## config.mk

```make
export PLATFORM = sky130hd
export DESIGN_NAME = vector_magnitude_n
export DESIGN_NICKNAME = d
export VERILOG_FILES = /design/src/rtl/vec_pkg.sv /design/src/rtl/isqrt_seq.sv /design/src/rtl/vector_magnitude_n.sv
export SDC_FILE = /design/constraint.sdc
export NUM_CORES = 1
export LEC_CHECK = 0
export CAP_MARGIN = 30
export CORE_UTILIZATION = 32
export DETAILED_ROUTE_END_ITERATION = 7
export HOLD_SLACK_MARGIN = 0.02
export SYNTH_ARGS = -nofsm -noshare
export SYNTH_HDL_FRONTEND = slang
export SYNTH_HIERARCHICAL = 1
export SYNTH_SLANG_ARGS = --single-unit
```

## constraint.sdc

```tcl
create_clock -name clk_in -period 17.1 [get_ports clk_in]
set_clock_uncertainty 0.05 [all_clocks]
set_input_delay 5.13 -clock clk_in [delete_from_list [all_inputs] [get_ports clk_in]]
set_output_delay 5.13 -clock clk_in [all_outputs]
set_load 0.02 [all_outputs]
```

## src/rtl/vec_pkg.sv

```systemverilog
// vec_pkg: shared types and width helper for the vector magnitude datapath.
// Rev 1.0
`default_nettype none

package vec_pkg;

   typedef enum logic {
      MODE_SQ  = 1'b0,
      MODE_MAG = 1'b1
   } mode_t;

   typedef enum logic [1:0] {
      IDLE  = 2'd0,
      ACCUM = 2'd1,
      SQRT  = 2'd2,
      DONE  = 2'd3
   } state_t;

   // Width that holds n_ch squared width-bit signed values without overflow.
   function automatic int acc_width(input int n_ch, input int width);
      return 2 * width + $clog2(n_ch);
   endfunction

endpackage

`default_nettype wire

```

## src/rtl/isqrt_seq.sv

```systemverilog
// isqrt_seq: restoring integer square root, one root bit per clock, MSB first.
// Rev 1.0
`default_nettype none

module isqrt_seq #(
   parameter int IN_W = 34
) (
   input  logic                    clk_in,
   input  logic                    rst_in,
   input  logic                    start,
   input  logic [IN_W-1:0]         radicand,
   output logic                    busy,
   output logic                    done,
   output logic [(IN_W+1)/2-1:0]   root
);

   localparam int ROOT_W = (IN_W + 1) / 2;
   localparam int PAD_W  = 2 * ROOT_W;
   localparam int STEP_W = ROOT_W + 3;
   localparam int CNT_W  = $clog2(ROOT_W + 1);

   logic [PAD_W-1:0]  rad_sh;
   logic [STEP_W-1:0] rem;
   logic [CNT_W-1:0]  count;

   logic              iterate;
   logic [PAD_W-1:0]  src_rad;
   logic [STEP_W-1:0] src_rem;
   logic [ROOT_W-1:0] src_root;
   logic [STEP_W-1:0] shifted;
   logic [STEP_W-1:0] trial;
   logic [STEP_W-1:0] diff;
   logic              ge;
   logic [CNT_W-1:0]  left;

   // The start cycle already performs the first step, so the final bit lands
   // ROOT_W-1 clocks after start and done follows on the next clock.
   always_comb begin
      iterate  = start | busy;
      src_rad  = start ? PAD_W'(radicand) : rad_sh;
      src_rem  = start ? '0 : rem;
      src_root = start ? '0 : root;
      shifted  = (src_rem << 2) | STEP_W'(src_rad[PAD_W-1 -: 2]);
      trial    = STEP_W'({src_root, 2'b01});
      ge       = (shifted >= trial);
      diff     = shifted - trial;
      left     = start ? CNT_W'(ROOT_W - 1) : count - 1'b1;
   end

   always_ff @(posedge clk_in or posedge rst_in) begin
      if (rst_in) begin
         rad_sh <= '0;
         rem    <= '0;
         root   <= '0;
         count  <= '0;
         busy   <= 1'b0;
         done   <= 1'b0;
      end else begin
         done <= 1'b0;
         if (iterate) begin
            rad_sh <= src_rad << 2;
            rem    <= ge ? diff : shifted;
            root   <= (src_root << 1) | ROOT_W'(ge);
            count  <= left;
            busy   <= (left != '0);
            done   <= (left == '0);
         end
      end
   end

endmodule

`default_nettype wire

```

## src/rtl/vector_magnitude_n.sv

```systemverilog
// vector_magnitude_n: sequential sum-of-squares / floor-magnitude of an N-component vector.
// Rev 1.0
`default_nettype none

module vector_magnitude_n
   import vec_pkg::*;
#(
   parameter  int N_CH  = 3,
   parameter  int WIDTH = 16,
   localparam int ACC_W = acc_width(N_CH, WIDTH)
) (
   input  logic                    clk_in,
   input  logic                    rst_in,
   input  logic                    valid_in,
   input  logic [N_CH*WIDTH-1:0]   vector_in,
   input  logic                    mode_in,
   output logic                    vectors_ready,
   output logic [ACC_W-1:0]        magnitude_out,
   output logic                    valid_out,
   input  logic                    magnitude_ready
);

   localparam int ROOT_W = (ACC_W + 1) / 2;
   localparam int CH_W   = (N_CH > 1) ? $clog2(N_CH) : 1;

   state_t                   state;
   mode_t                    mode_r;
   logic [N_CH*WIDTH-1:0]    vec_r;
   logic [CH_W-1:0]          ch;
   logic [ACC_W-1:0]         acc;

   logic signed [WIDTH-1:0]   ch_val;
   logic signed [2*WIDTH-1:0] sq_s;
   logic [ACC_W-1:0]          acc_next;
   logic                      last_ch;
   logic                      sqrt_start;
   logic                      sqrt_busy;
   logic                      sqrt_done;
   logic [ROOT_W-1:0]         sqrt_root;

   always_comb begin
      ch_val = '0;
      for (int i = 0; i < N_CH; i++) begin
         if (ch == CH_W'(i)) ch_val = vec_r[i*WIDTH +: WIDTH];
      end
   end

   // A square is never negative, so the signed product zero-extends safely.
   assign sq_s       = ch_val * ch_val;
   assign acc_next   = acc + ACC_W'($unsigned(sq_s));
   assign last_ch    = (ch == CH_W'(N_CH - 1));
   assign sqrt_start = (state == ACCUM) && last_ch && (mode_r == MODE_MAG);

   isqrt_seq #(
      .IN_W (ACC_W)
   ) u_isqrt (
      .clk_in   (clk_in),
      .rst_in   (rst_in),
      .start    (sqrt_start),
      .radicand (acc_next),
      .busy     (sqrt_busy),
      .done     (sqrt_done),
      .root     (sqrt_root)
   );

   always_ff @(posedge clk_in or posedge rst_in) begin
      if (rst_in) begin
         state         <= IDLE;
         mode_r        <= MODE_SQ;
         vec_r         <= '0;
         ch            <= '0;
         acc           <= '0;
         magnitude_out <= '0;
         valid_out     <= 1'b0;
         vectors_ready <= 1'b1;
      end else begin
         case (state)
            IDLE: begin
               if (valid_in && vectors_ready) begin
                  vec_r         <= vector_in;
                  mode_r        <= mode_t'(mode_in);
                  ch            <= '0;
                  acc           <= '0;
                  vectors_ready <= 1'b0;
                  state         <= ACCUM;
               end
            end
            ACCUM: begin
               acc <= acc_next;
               ch  <= ch + 1'b1;
               if (last_ch) begin
                  ch <= '0;
                  if (mode_r == MODE_MAG) begin
                     state <= SQRT;
                  end else begin
                     magnitude_out <= acc_next;
                     valid_out     <= 1'b1;
                     state         <= DONE;
                  end
               end
            end
            SQRT: begin
               if (sqrt_done) begin
                  magnitude_out <= ACC_W'(sqrt_root);
                  valid_out     <= 1'b1;
                  state         <= DONE;
               end else if (!sqrt_busy) begin
                  // Root unit idle without a result: drop the vector rather than stall.
                  vectors_ready <= 1'b1;
                  state         <= IDLE;
               end
            end
            DONE: begin
               if (valid_out && magnitude_ready) begin
                  valid_out     <= 1'b0;
                  vectors_ready <= 1'b1;
                  state         <= IDLE;
               end
            end
            default: begin
               valid_out     <= 1'b0;
               vectors_ready <= 1'b1;
               state         <= IDLE;
            end
         endcase
      end
   end

endmodule

`default_nettype wire

```

## After elaboration in Yosys (flattened, before gate mapping)

Index checks and enable logic that the tools add are counted.

- Multiplexer cells: 35
- Reductions and logical operators: 18
- Eq/ne operators: 13
- Magnitude comparators: 1
- Add/sub/neg operators: 4
- Multiply operators: 1
- Bitwise operators: 3

Operators by type and width:

| cell | number |
|---|---|
| 2-to-1 mux 34 bit | 5 |
| one-hot mux 34 bit (2 select lines) | 2 |
| 2-to-1 mux 16 bit | 3 |
| 2-to-1 mux 18 bit | 2 |
| adder 34 x 32 -> 34 bit | 1 |
| multiplier 16 x 16 -> 32 bit | 1 |
| greater-or-equal comparator 20 x 19 -> 1 bit | 1 |
| OR 20 x 2 -> 20 bit | 1 |
| subtractor 18 bit | 1 |
| 2-to-1 mux 17 bit | 1 |
| OR 17 x 1 -> 17 bit | 1 |
| 2-to-1 mux 2 bit | 7 |
| != test 2 bit (second input constant) | 6 |
| 2-to-1 mux 1 bit | 10 |
| AND reduction 5 bit | 2 |
| one-hot mux 2 bit (4 select lines) | 1 |
| AND reduction 4 bit | 2 |
| == test 2 bit (second input constant) | 3 |
| one-hot mux 1 bit (3 select lines) | 2 |
| nonzero test 3 bit | 2 |
| zero test 5 bit | 1 |
| 2-to-1 mux 5 bit | 1 |
| nonzero test 5 bit | 1 |
| subtractor 5 x 1 -> 5 bit (second input constant) | 1 |
| 10 further kinds | 17 |

- Word-level logic and storage cells: 89
- Register bits after elaboration: 197
- Bits of input ports: 53

## Logic depth before layout (Yosys ltp)

Gate-level depths: netlist of the first run.

- Depth in word-level cells: 10
- Mapped depth: 50
- Mapped depth without buffers: 47

## Hierarchy

Netlist of the first run, hierarchy kept.

By module, submodules not included:

| module | times used | area each (µm²) | cells an instance |
|---|---|---|---|
| vector_magnitude_n | 1 | 15740.1 | 1680 |
| isqrt_seq | 1 | 4521.8 | 486 |

## Least setup slack after synthesis of the first run

Ideal clock, no wire load.

- Kind: register -> register
- Start point: register ch[1]
- End point: register u_isqrt.rem[1]
- Cell stages (with the launch flop): 48
- Slack: 6.709 ns
- Arrival: 10.268 ns
- Buffers on the path: 5
- Library setup time: 0.073 ns
- Required time: 16.977 ns
- Path through: dfrtp_1 > buf_2 > nor2b_1 > clkbuf_1 > clkbuf_1 > nand2_1 > o21a_1 > inv_1 > clkbuf_1 > nand2_1 > fa_1 > fa_1 > fa_1 > inv_1 > fa_1 > fa_1 > inv_1 > fa_1 > [12 not listed] > nand2_1 > nor2_1 > a311o_1 > a21oi_1 > a21oi_1 > o21ai_0 > xor2_1 > inv_1 > mux2i_1 > ha_1 > nand2b_1 > a21oi_2 > o32ai_2 > o31ai_4 > o21ai_2 > buf_6 > mux2_4 > a21oi_2

- Word-level cells in the longest chain between the ends: 10

Ends and longest elaborated chain:

| what | RTL line | source |
|---|---|---|
| start: declaration | vector_magnitude_n.sv:29 | `logic [CH_W-1:0] ch;` |
| start signal: assignment | vector_magnitude_n.sv:90 | `ch <= ch + 1'b1;` |
| zero test 2 bit | vector_magnitude_n.sv:44 | `if (ch == CH_W'(i)) ch_val = vec_r[i*WIDTH +: WIDTH];` |
| 2-to-1 mux 16 bit (2 in a row) | vector_magnitude_n.sv:44 |  |
| 2-to-1 mux 16 bit * | vector_magnitude_n.sv:44 |  |
| multiplier 16 x 16 -> 32 bit * | vector_magnitude_n.sv:49 | `assign sq_s = ch_val * ch_val;` |
| adder 34 x 32 -> 34 bit * | vector_magnitude_n.sv:50 | `assign acc_next = acc + ACC_W'($unsigned(sq_s));` |
| named net acc_next[33] | vector_magnitude_n.sv:34 | `logic [ACC_W-1:0] acc_next;` |
| 2-to-1 mux 34 bit * | isqrt_seq.sv:40 | `src_rad = start ? PAD_W'(radicand) : rad_sh;` |
| OR 20 x 2 -> 20 bit * | isqrt_seq.sv:43 | `shifted = (src_rem << 2) \| STEP_W'(src_rad[PAD_W-1 -: 2]);` |
| subtractor 18 bit / greater-or-equal comparator 20 x 19 -> 1 bit (equally long branches) | isqrt_seq.sv:46, isqrt_seq.sv:45 |  |
| 2-to-1 mux 18 bit * | isqrt_seq.sv:62 | `rem <= ge ? diff : shifted;` |
| end signal: assignment | isqrt_seq.sv:62 |  |
| end: declaration | isqrt_seq.sv:23 | `logic [STEP_W-1:0] rem;` |

Mark *: on every way through the listed nets, which the timed path passes. The rest lies on a longest branch.
A chain may end at the register's enable or synchronous reset.

## Final worst setup path of the first run

- Start point: register ch[1]
- End point: register u_isqrt.rem[3]

The elaborated chain is that of the path after synthesis.

==> results of run 1 <==
-- worst min-delay path: stages (launching register included) --
cell and delay (ns):
dfrtp_1 0.35, nand2_1 0.05, o21ai_0 0.06
-- Yosys cell counts, types with 6 or more instances --
| library cell | number | area, µm² |
|---|---|---|
| a211oi_1 | 11 | 82.6 |
| a21o_1 | 34 | 255 |
| a21oi_1 | 84 | 420 |
| a22o_1 | 13 | 114 |
| a31oi_1 | 17 | 106 |
| and2_1 | 7 | 43.8 |
| and3_1 | 9 | 56.3 |
| buf_2 | 11 | 55.1 |
| buf_6 | 6 | 67.6 |
| clkbuf_1 | 59 | 221 |
| clkinv_1 | 6 | 22.5 |
| dfrtp_1 | 196 | 4900 |
| fa_1 | 234 | 4680 |
| ha_1 | 139 | 1740 |
| inv_1 | 358 | 1340 |
| mux2_2 | 51 | 574 |
| mux2i_1 | 82 | 821 |
| nand2_1 | 235 | 882 |
| nand2b_1 | 32 | 200 |
| nand3_1 | 23 | 115 |
| nand4_1 | 7 | 43.8 |
| nor2_1 | 138 | 518 |
| nor2b_1 | 35 | 219 |
| nor3_1 | 15 | 75.1 |
| o211ai_1 | 7 | 52.6 |
| o21a_1 | 21 | 158 |
| o21ai_0 | 120 | 601 |
| o21ai_1 | 7 | 35.0 |
| o21bai_1 | 7 | 52.6 |
| o22ai_1 | 25 | 156 |
| o2bb2ai_1 | 7 | 61.3 |
| xnor2_1 | 66 | 578 |
| xor2_1 | 23 | 201 |
-- cell type report --
class                   instances  area (µm²)  share of cell area, %
multi-input cells            1523       13600                   60.0
flip-flops and latches        197        4930                   21.7
inverters                     364        1370                   6.04
repair buffers                107        1100                   4.84
well taps                     837        1050                   4.61
clock buffers                  19         443                   1.95
clock inverters                13         201                  0.887
-- cells by family after synthesis --
family | Yosys count | share of synthesized area, %
adders and majority gates | 373 | 31.7
DFF | 197 | 24.3
buffers and inverters | 446 | 8.58
muxes | 134 | 6.96
and+or+nand+nor | 521 | 11.4
xor gates and xnor gates | 90 | 3.93
AOI/OAI and AO/OA | 405 | 13.1
-- stage by stage --
| step | hold WS (ns) | utilization [%] | cells | setup WS [ns] | cell area (µm²) |
|---|---|---|---|---|---|
| detailed placement | 0.420 | 35.4 | 3025 | 4.10 | 22000 |
| CTS | 0.443 | 36.4 | 3057 | 4.00 | 22600 |
| floorplan | 0.419 | - | 2166 | 6.71 | 20300 |
| global placement | 0.423 | 35.3 | 3022 | 3.73 | 22000 |
| global route | 0.473 | 36.5 | 3060 | 3.54 | 22700 |
| finish | 0.438 | 36.5 | 3060 | 4.40 | 22700 |
-- per-layer routing --
| metal | up-vias | wire, µm | global-route usage (%) |
|---|---|---|---|
| met5 | - | 0 | 0 |
| met4 | 0 | 1040 | 4.56 |
| met3 | 64 | 2310 | 2.71 |
| met2 | 353 | 24300 | 27.7 |
| met1 | 7453 | 23900 | 23.2 |
| li1 | 7110 | - | - |
-- state kept, by name, indices dropped and copies added, names as in the netlist --
register        cells
acc                34
ch                  2
magnitude_out      34
mode_r              1
state               2
u_isqrt/busy        1
u_isqrt/count       5
u_isqrt/done        1
u_isqrt/rad_sh     32
u_isqrt/rem        18
u_isqrt/root       17
valid_out           1
vec_r              48
vectors_ready       1
-- path summary, 6_finish.rpt --
check / startpoint / end / cells after the start
setup / recovery: ch[1]$_DFFE_PP0P_ / u_isqrt/rem[3]$_DFFE_PP0N_ / 46
hold / removal: magnitude_out[13]$_DFFE_PP0P_ / magnitude_out[13]$_DFFE_PP0P_ / 2
setup reg to reg: ch[1]$_DFFE_PP0P_ / u_isqrt/rem[3]$_DFFE_PP0N_ / 46
hold reg to reg: magnitude_out[13]$_DFFE_PP0P_ / magnitude_out[13]$_DFFE_PP0P_ / 2
max in group asynchronous: rst_in / magnitude_out[29]$_DFFE_PP0P_ / 3
min in group asynchronous: rst_in / u_isqrt/rad_sh[6]$_DFFE_PP0N_ / 3
==> flow_summary.ini, run 1 <==
[floorplanning]
die_h_um = 254
ioPinCount = 89
num_rows = 91
core_mm2 = 0.0622
die_x_um = 254
start_util_pct = 32.6
die_area_mm2 = 0.0643

[timing]
min_period_over_period_pct = 74.3
rsz0062_at_grt = no
drv_slew = 0
hold_viol_final = 0
clock.fmax_mhz = 78.7
relSlewSlack_pct = 35.2
totalNegativeSetupSlack_ns = 0
setup_violations = 0
worst_pin_slew_ns = 0.972
period_needed_ns = 12.70

[synthesis]
synth-async-reset-ratio_pct = 100
yosys_warnings = 6
synth_cell_types = 82
avgSynthCellArea_um2 = 9.35
ys_seq_elements = 197
synthCells = 2166
syn-cell-area_mm2 = 0.0203
synth.yosys.seq_area_share_pct = 24.3
synth-edff-count = 0
synth_nets = 2592
synth_ff_type = dfrtp_1

[global_route]
grt_max_degree = 106
antenna_found_initial = 0
gr-total-overflow = 0
grt_pass1_vias = 15900
grt_pass1_wl_mm = 86.1
grt_usage_pct = 16.9

[worst_hold_path]
hp-class = register to register

[worst_setup_path]
slowest_delay_ns = 0.75
crit_arrival_ns = 12.96
crit_path_end_kind = register
worstSetupStartpointType = register
worst_path_most_repeated_cell = inv_1
slowest_stage = a21oi_1
cp.required_ns = 17.36
critPathMaxFanout = 17
r2r_slack_ns = 4.40
worst-setup-path-type = register to register
path_delay_family = compound AO/OA/AOI/OAI gates
path_buf_inv = 9

[finish]
final_common_cell = inv_1
layout.nets = 2636
drive_gt1_share_pct = 6.48
layout_common_cells = inv_1 (356), nand2_1 (235), fa_1 (234), dfrtp_1 (195), ha_1 (139)
fillers = 6337
antenna_cells = 0
synthToLayoutAreaGrowth_pct = 12.1

[route]
dr.pass1.iters = 5
vias = 15000
drtIter0Drc = 787
drc_errors = 0
wl_per_cell_um = 16.9
detail-route-antenna-nets = 0
drt-vias-per-instance = 4.90
drt_wl_total_mm = 51.6

[clocking]
clock_latency_ns = 0.48
clk_pin_slew_ns = 0.08
cts-root-buf = clkbuf_16
numCtsBuffers = 17
cts_sinks = 197
cts_tree = done
post_cts_resize_count = 0
clockBufferDepth = 2
ctsHoldBuffers = 0
htree_levels = 4
post-cts-setup-buffer-count = 0

[placement]
io_buffers = 88
dp_hpwl_mm = 40.8
globalplace.congestion = 0.949

[run_status]
status = finished, final reports clean

[job]
drv_cap = 0
Power of run 1 is not shown: default switching activity piles up to over one toggle a cycle in this logic, so the estimate is an artifact.
==> run 2: changes to the inputs <==
==> constraint.sdc (replaced) <==
create_clock -name clk_in -period 10.5 [get_ports clk_in]
set_clock_uncertainty 0.05 [all_clocks]
set_input_delay 3.15 -clock clk_in [delete_from_list [all_inputs] [get_ports clk_in]]
set_output_delay 3.15 -clock clk_in [all_outputs]
set_load 0.02 [all_outputs]
==> run 2 against run 1 <==
Register-to-register slack worse by 4.1 ns. Global-route usage is 0.072 points higher. Clock-buffer cell count is 1 lower. Flip-flop and latch count stayed put. First-iteration DRC count is 21% higher. Critical path type unchanged. Critical endpoint is now u_isqrt/rem[1]$_DFFE_PP0N_.
==> flow_summary.ini, run 2 (same netlist as run 1, synthesis figures left out) <==
[run_status]
status = finished, final reports clean

[floorplanning]
die_area_mm2 = 0.0643
die_x_um = 254
start_util_pct = 32.6
core_mm2 = 0.0622
die_h_um = 254
num_rows = 91
ioPinCount = 89

[worst_setup_path]
worst-setup-path-type = register to register
slowest_stage = fa_1
crit_arrival_ns = 10.59
worstSetupStartpointType = register
critPathMaxFanout = 6
worst_path_most_repeated_cell = fa_1
slowest_delay_ns = 0.56
crit_path_end_kind = register
cp.required_ns = 10.85

[global_route]
grt_max_degree = 102
gr-total-overflow = 0
grt_usage_pct = 17.0
grt_pass1_wl_mm = 87.3
antenna_found_initial = 0
grt_pass1_vias = 16700

[timing]
clock.fmax_mhz = 97.6
drv_slew = 0
setup_ws_ns = 0.259
worst_pin_slew_ns = 0.940
hold_viol_final = 0
min_period_over_period_pct = 97.5
totalNegativeSetupSlack_ns = 0
relSlewSlack_pct = 37.3
period_needed_ns = 10.24
setup_violations = 0

[finish]
largest_reg_flops = 48
final_common_cell = inv_1
layout_common_cells = inv_1 (346), nand2_1 (230), fa_1 (228), dfrtp_1 (195), buf_4 (157)
synthToLayoutAreaGrowth_pct = 19.6
seq_area_mm2 = 0.00493
drive_gt1_share_pct = 16.1
antenna_cells = 0
top_regs = vec_r: 48 flops, acc: 34 flops, magnitude_out: 34 flops
fillers = 6198
design_area_mm2 = 0.0242
multiInputGateArea_mm2 = 0.0140
final_util_pct = 39.0
layout.nets = 2792
regMostFlops = vec_r

[placement]
globalplace.congestion = 0.919
io_buffers = 88
placed_cell_area_mm2 = 0.0230
dp_hpwl_mm = 41.7
place_ws_ns = -0.123

[worst_hold_path]
hp-class = register to register

[clocking]
cts-root-buf = clkbuf_16
clk_pin_slew_ns = 0.08
cts_tree = done
clock_latency_ns = 0.48
cts_sinks = 197
clockBufferDepth = 2
ctsHoldBuffers = 0
htree_levels = 4
numCtsBuffers = 17

[job]
drv_cap = 0

[route]
drt-vias-per-instance = 4.82
drc_errors = 0
drtIter0Drc = 955
detail-route-antenna-nets = 0
wl_per_cell_um = 16.2
vias = 15500
dr.pass1.iters = 5
drt_wl_total_mm = 52.2
==> run 2: final timing paths <==
path	endpoint	startpoint	slack (ns)	cells after the start
max in group asynchronous	magnitude_out[22]$_DFFE_PP0P_	rst_in	6.04	3
min in group asynchronous	u_isqrt/rad_sh[10]$_DFFE_PP0N_	rst_in	3.03	3
worst min register to register	magnitude_out[15]$_DFFE_PP0P_	magnitude_out[15]$_DFFE_PP0P_	0.44	2
worst min-delay path	magnitude_out[15]$_DFFE_PP0P_	magnitude_out[15]$_DFFE_PP0P_	0.44	2
worst max-delay path	u_isqrt/rem[1]$_DFFE_PP0N_	ch[1]$_DFFE_PP0P_	0.26	47
worst max register to register	u_isqrt/rem[1]$_DFFE_PP0N_	ch[1]$_DFFE_PP0P_	0.26	47
==> run 2: per-stage QoR <==
step,instances,hold WS [ns]
final,3216,0.439
after floorplan,2166,0.419
after CTS,3188,0.444
after detailed placement,3155,0.425
after global routing,3216,0.471
after global placement,3154,0.419
==> run 2: timing repair <==
action	4_1_cts	5_1_grt
setup buffers	1	25
pin swaps	2	57
cloned	0	2
gates resized for setup	15	96
endpoints found under the setup margin	17	19
==> run 2: final cells by class <==
cell class / count / share of cell area [%]
clock buffer: 18 / 1.77
clock inverter: 14 / 0.749
inverter: 364 / 5.72
multi-input combinational: 1523 / 57.6
sequential: 197 / 20.4
tap: 837 / 4.32
timing repair buffer: 263 / 9.49
==> run 2: critical path, delay by kind of cell (launching register included) <==
family	cells	cell delay, ns
compound gates	20	3.48
xor+xnor	2	0.32
fa+ha+maj	9	3.94
buf+inv	12	1.18
flops	1	0.44
mux	3	0.64
simple gates	1	0.14
==> run 2: layer usage <==
metal	vias to the layer above	part of all wire (%)	global-route usage (%)
met4	0	1.5	3.43
met1	7751	46	22.6
li1	7425	-	-
met2	279	50	29.4
met5	-	0	0
met3	44	3.2	2.39
Power of run 2 is left out for the same reason.
==> run 3: changes to the inputs <==
--- a/config.mk
+++ b/config.mk
@@ -9,6 +9,7 @@
 export CORE_UTILIZATION = 32
 export DETAILED_ROUTE_END_ITERATION = 7
 export HOLD_SLACK_MARGIN = 0.02
+export SLEW_MARGIN = 20
 export SYNTH_ARGS = -nofsm -noshare
 export SYNTH_HDL_FRONTEND = slang
 export SYNTH_HIERARCHICAL = 1
==> constraint.sdc (replaced) <==
create_clock -name clk_in -period 13 [get_ports clk_in]
set_clock_uncertainty 0.05 [all_clocks]
set_input_delay 3.9 -clock clk_in [delete_from_list [all_inputs] [get_ports clk_in]]
set_output_delay 3.9 -clock clk_in [all_outputs]
set_load 0.02 [all_outputs]
==> run 3 against run 2 <==
Flip-flop and latch count is the same. Non-clock buffer count shrank 152. Worst setup slack gained 0.56 ns. Maximum frequency shrank 16%. Final cell count shrank 4.7%. Highest routed layer unchanged. Hold slack lost 0.0018 ns.
==> flow_summary.ini, run 3 (same netlist as run 1, synthesis figures left out) <==
[worst_setup_path]
worst-setup-path-type = register to register
critPathMaxFanout = 20
path_buf_inv = 9
slowest_stage = dfrtp_2
r2r-start = ch[1]$_DFFE_PP0P_
crit_arrival_ns = 12.53
cp.required_ns = 13.36
slowest_delay_ns = 0.63
worst_path_most_repeated_cell = inv_1
worstSetupStartpointType = register
crit_start = ch[1]$_DFFE_PP0P_
path_delay_family = adder cells
crit_path_end_kind = register

[worst_hold_path]
hp-class = register to register
min-delay-start = magnitude_out[3]$_DFFE_PP0P_

[timing]
relSlewSlack_pct = 32.5
setup_violations = 0
drv_slew = 0
hold_viol_final = 0
clock.fmax_mhz = 82.1
worst_pin_slew_ns = 1.01
totalNegativeSetupSlack_ns = 0
setup_ws_ns = 0.823
period_needed_ns = 12.18
min_period_over_period_pct = 93.7
rsz0062_at_grt = no

[finish]
final_util_pct = 36.5
drive_gt1_share_pct = 6.74
layout.nets = 2640
top_regs = vec_r: 48 flops, acc: 34 flops, magnitude_out: 34 flops
largest_reg_flops = 48
synthToLayoutAreaGrowth_pct = 11.9
final_common_cell = inv_1
layout_common_cells = inv_1 (356), nand2_1 (235), fa_1 (234), dfrtp_1 (194), ha_1 (139)
antenna_cells = 0
regMostFlops = vec_r

[clocking]
numCtsBuffers = 17
cts_sinks = 197
clock_latency_ns = 0.48
clockBufferDepth = 2
post-cts-setup-buffer-count = 0
cts-root-buf = clkbuf_16
htree_levels = 4
cts_tree = done
clk_pin_slew_ns = 0.08

[placement]
dp_hpwl_mm = 41.3
globalplace.congestion = 0.933
place_ws_ns = 0.536
io_buffers = 88

[global_route]
grt_pass1_wl_mm = 86.7
grt_usage_pct = 17.2
grt_max_degree = 105
antenna_found_initial = 1
grt_pass1_vias = 15900
gr-total-overflow = 0

[floorplanning]
ioPinCount = 89
start_util_pct = 32.6
die_x_um = 254
die_area_mm2 = 0.0643
die_h_um = 254
num_rows = 91
core_mm2 = 0.0622

[route]
detail-route-antenna-nets = 0
dr.pass1.iters = 6
drc_errors = 0
wl_per_cell_um = 17.0
drt-vias-per-instance = 4.87
drt_wl_total_mm = 52.0
route.met2.wl_mm = 25.3
top_layer_used = met4
met1_length_mm = 23.7
drtIter0Drc = 858
vias = 14900
route.met3.wl_mm = 2.11

[run_status]
status = finished, final reports clean

[job]
drv_cap = 0
## run 3: per-stage QoR
stage	area, µm²	cells	hold slack [ns]
3_5_place_dp	22000	3030	0.424
6_report	22700	3064	0.437
5_1_grt	22700	3064	0.472
3_3_place_gp	22000	3028	0.418
2_1_floorplan	20300	2166	0.419
4_1_cts	22600	3062	0.441
## run 3: area by class of cell
| cell class | count | area (µm²) |
|---|---|---|
| Tap cell | 837 | 1050 |
| Multi-Input combinational cell | 1523 | 13600 |
| Sequential cell | 197 | 4940 |
| Inverter | 364 | 1370 |
| Clock buffer | 18 | 429 |
| Timing Repair Buffer | 111 | 1100 |
| Clock inverter | 14 | 176 |
| Fill cell | 6339 | 39500 |
## run 3: routing by layer
metal | GRT usage (%) | vias to the layer above
met5 | 0 | -
li1 | - | 7104
met3 | 2.71 | 53
met1 | 23.0 | 7443
met4 | 4.22 | 0
met2 | 29.0 | 314
## run 3: worst paths after layout
check	to	slack, ns	cells past startpoint
setup / recovery	u_isqrt/rem[1]$_DFFE_PP0N_	0.82	45
hold / removal	magnitude_out[3]$_DFFE_PP0P_	0.44	2
setup reg to reg	u_isqrt/rem[1]$_DFFE_PP0N_	0.82	45
hold reg to reg	magnitude_out[3]$_DFFE_PP0P_	0.44	2
max in group asynchronous	vectors_ready$_DFFE_PP1P_	8.03	4
min in group asynchronous	vec_r[33]$_DFFE_PP0P_	3.85	2
## run 3: worst register-to-register path, delay by kind of cell (launching register included)
family | cells | cell delay (ns)
AO/OA/AOI/OAI | 16 | 3.70
XOR/XNOR | 2 | 0.42
adder cells (fa/ha/maj) | 9 | 4.11
buffers and inverters | 9 | 1.34
flip-flops | 1 | 0.63
multiplexers | 3 | 0.94
AND/OR/NAND/NOR | 6 | 0.88
## run 3: timing repair
action / CTS / global route
hold buffers: 0 / 0
endpoints found under the setup margin: 0 / 18
resized for setup: 0 / 2
Power of run 3 is left out for the same reason.
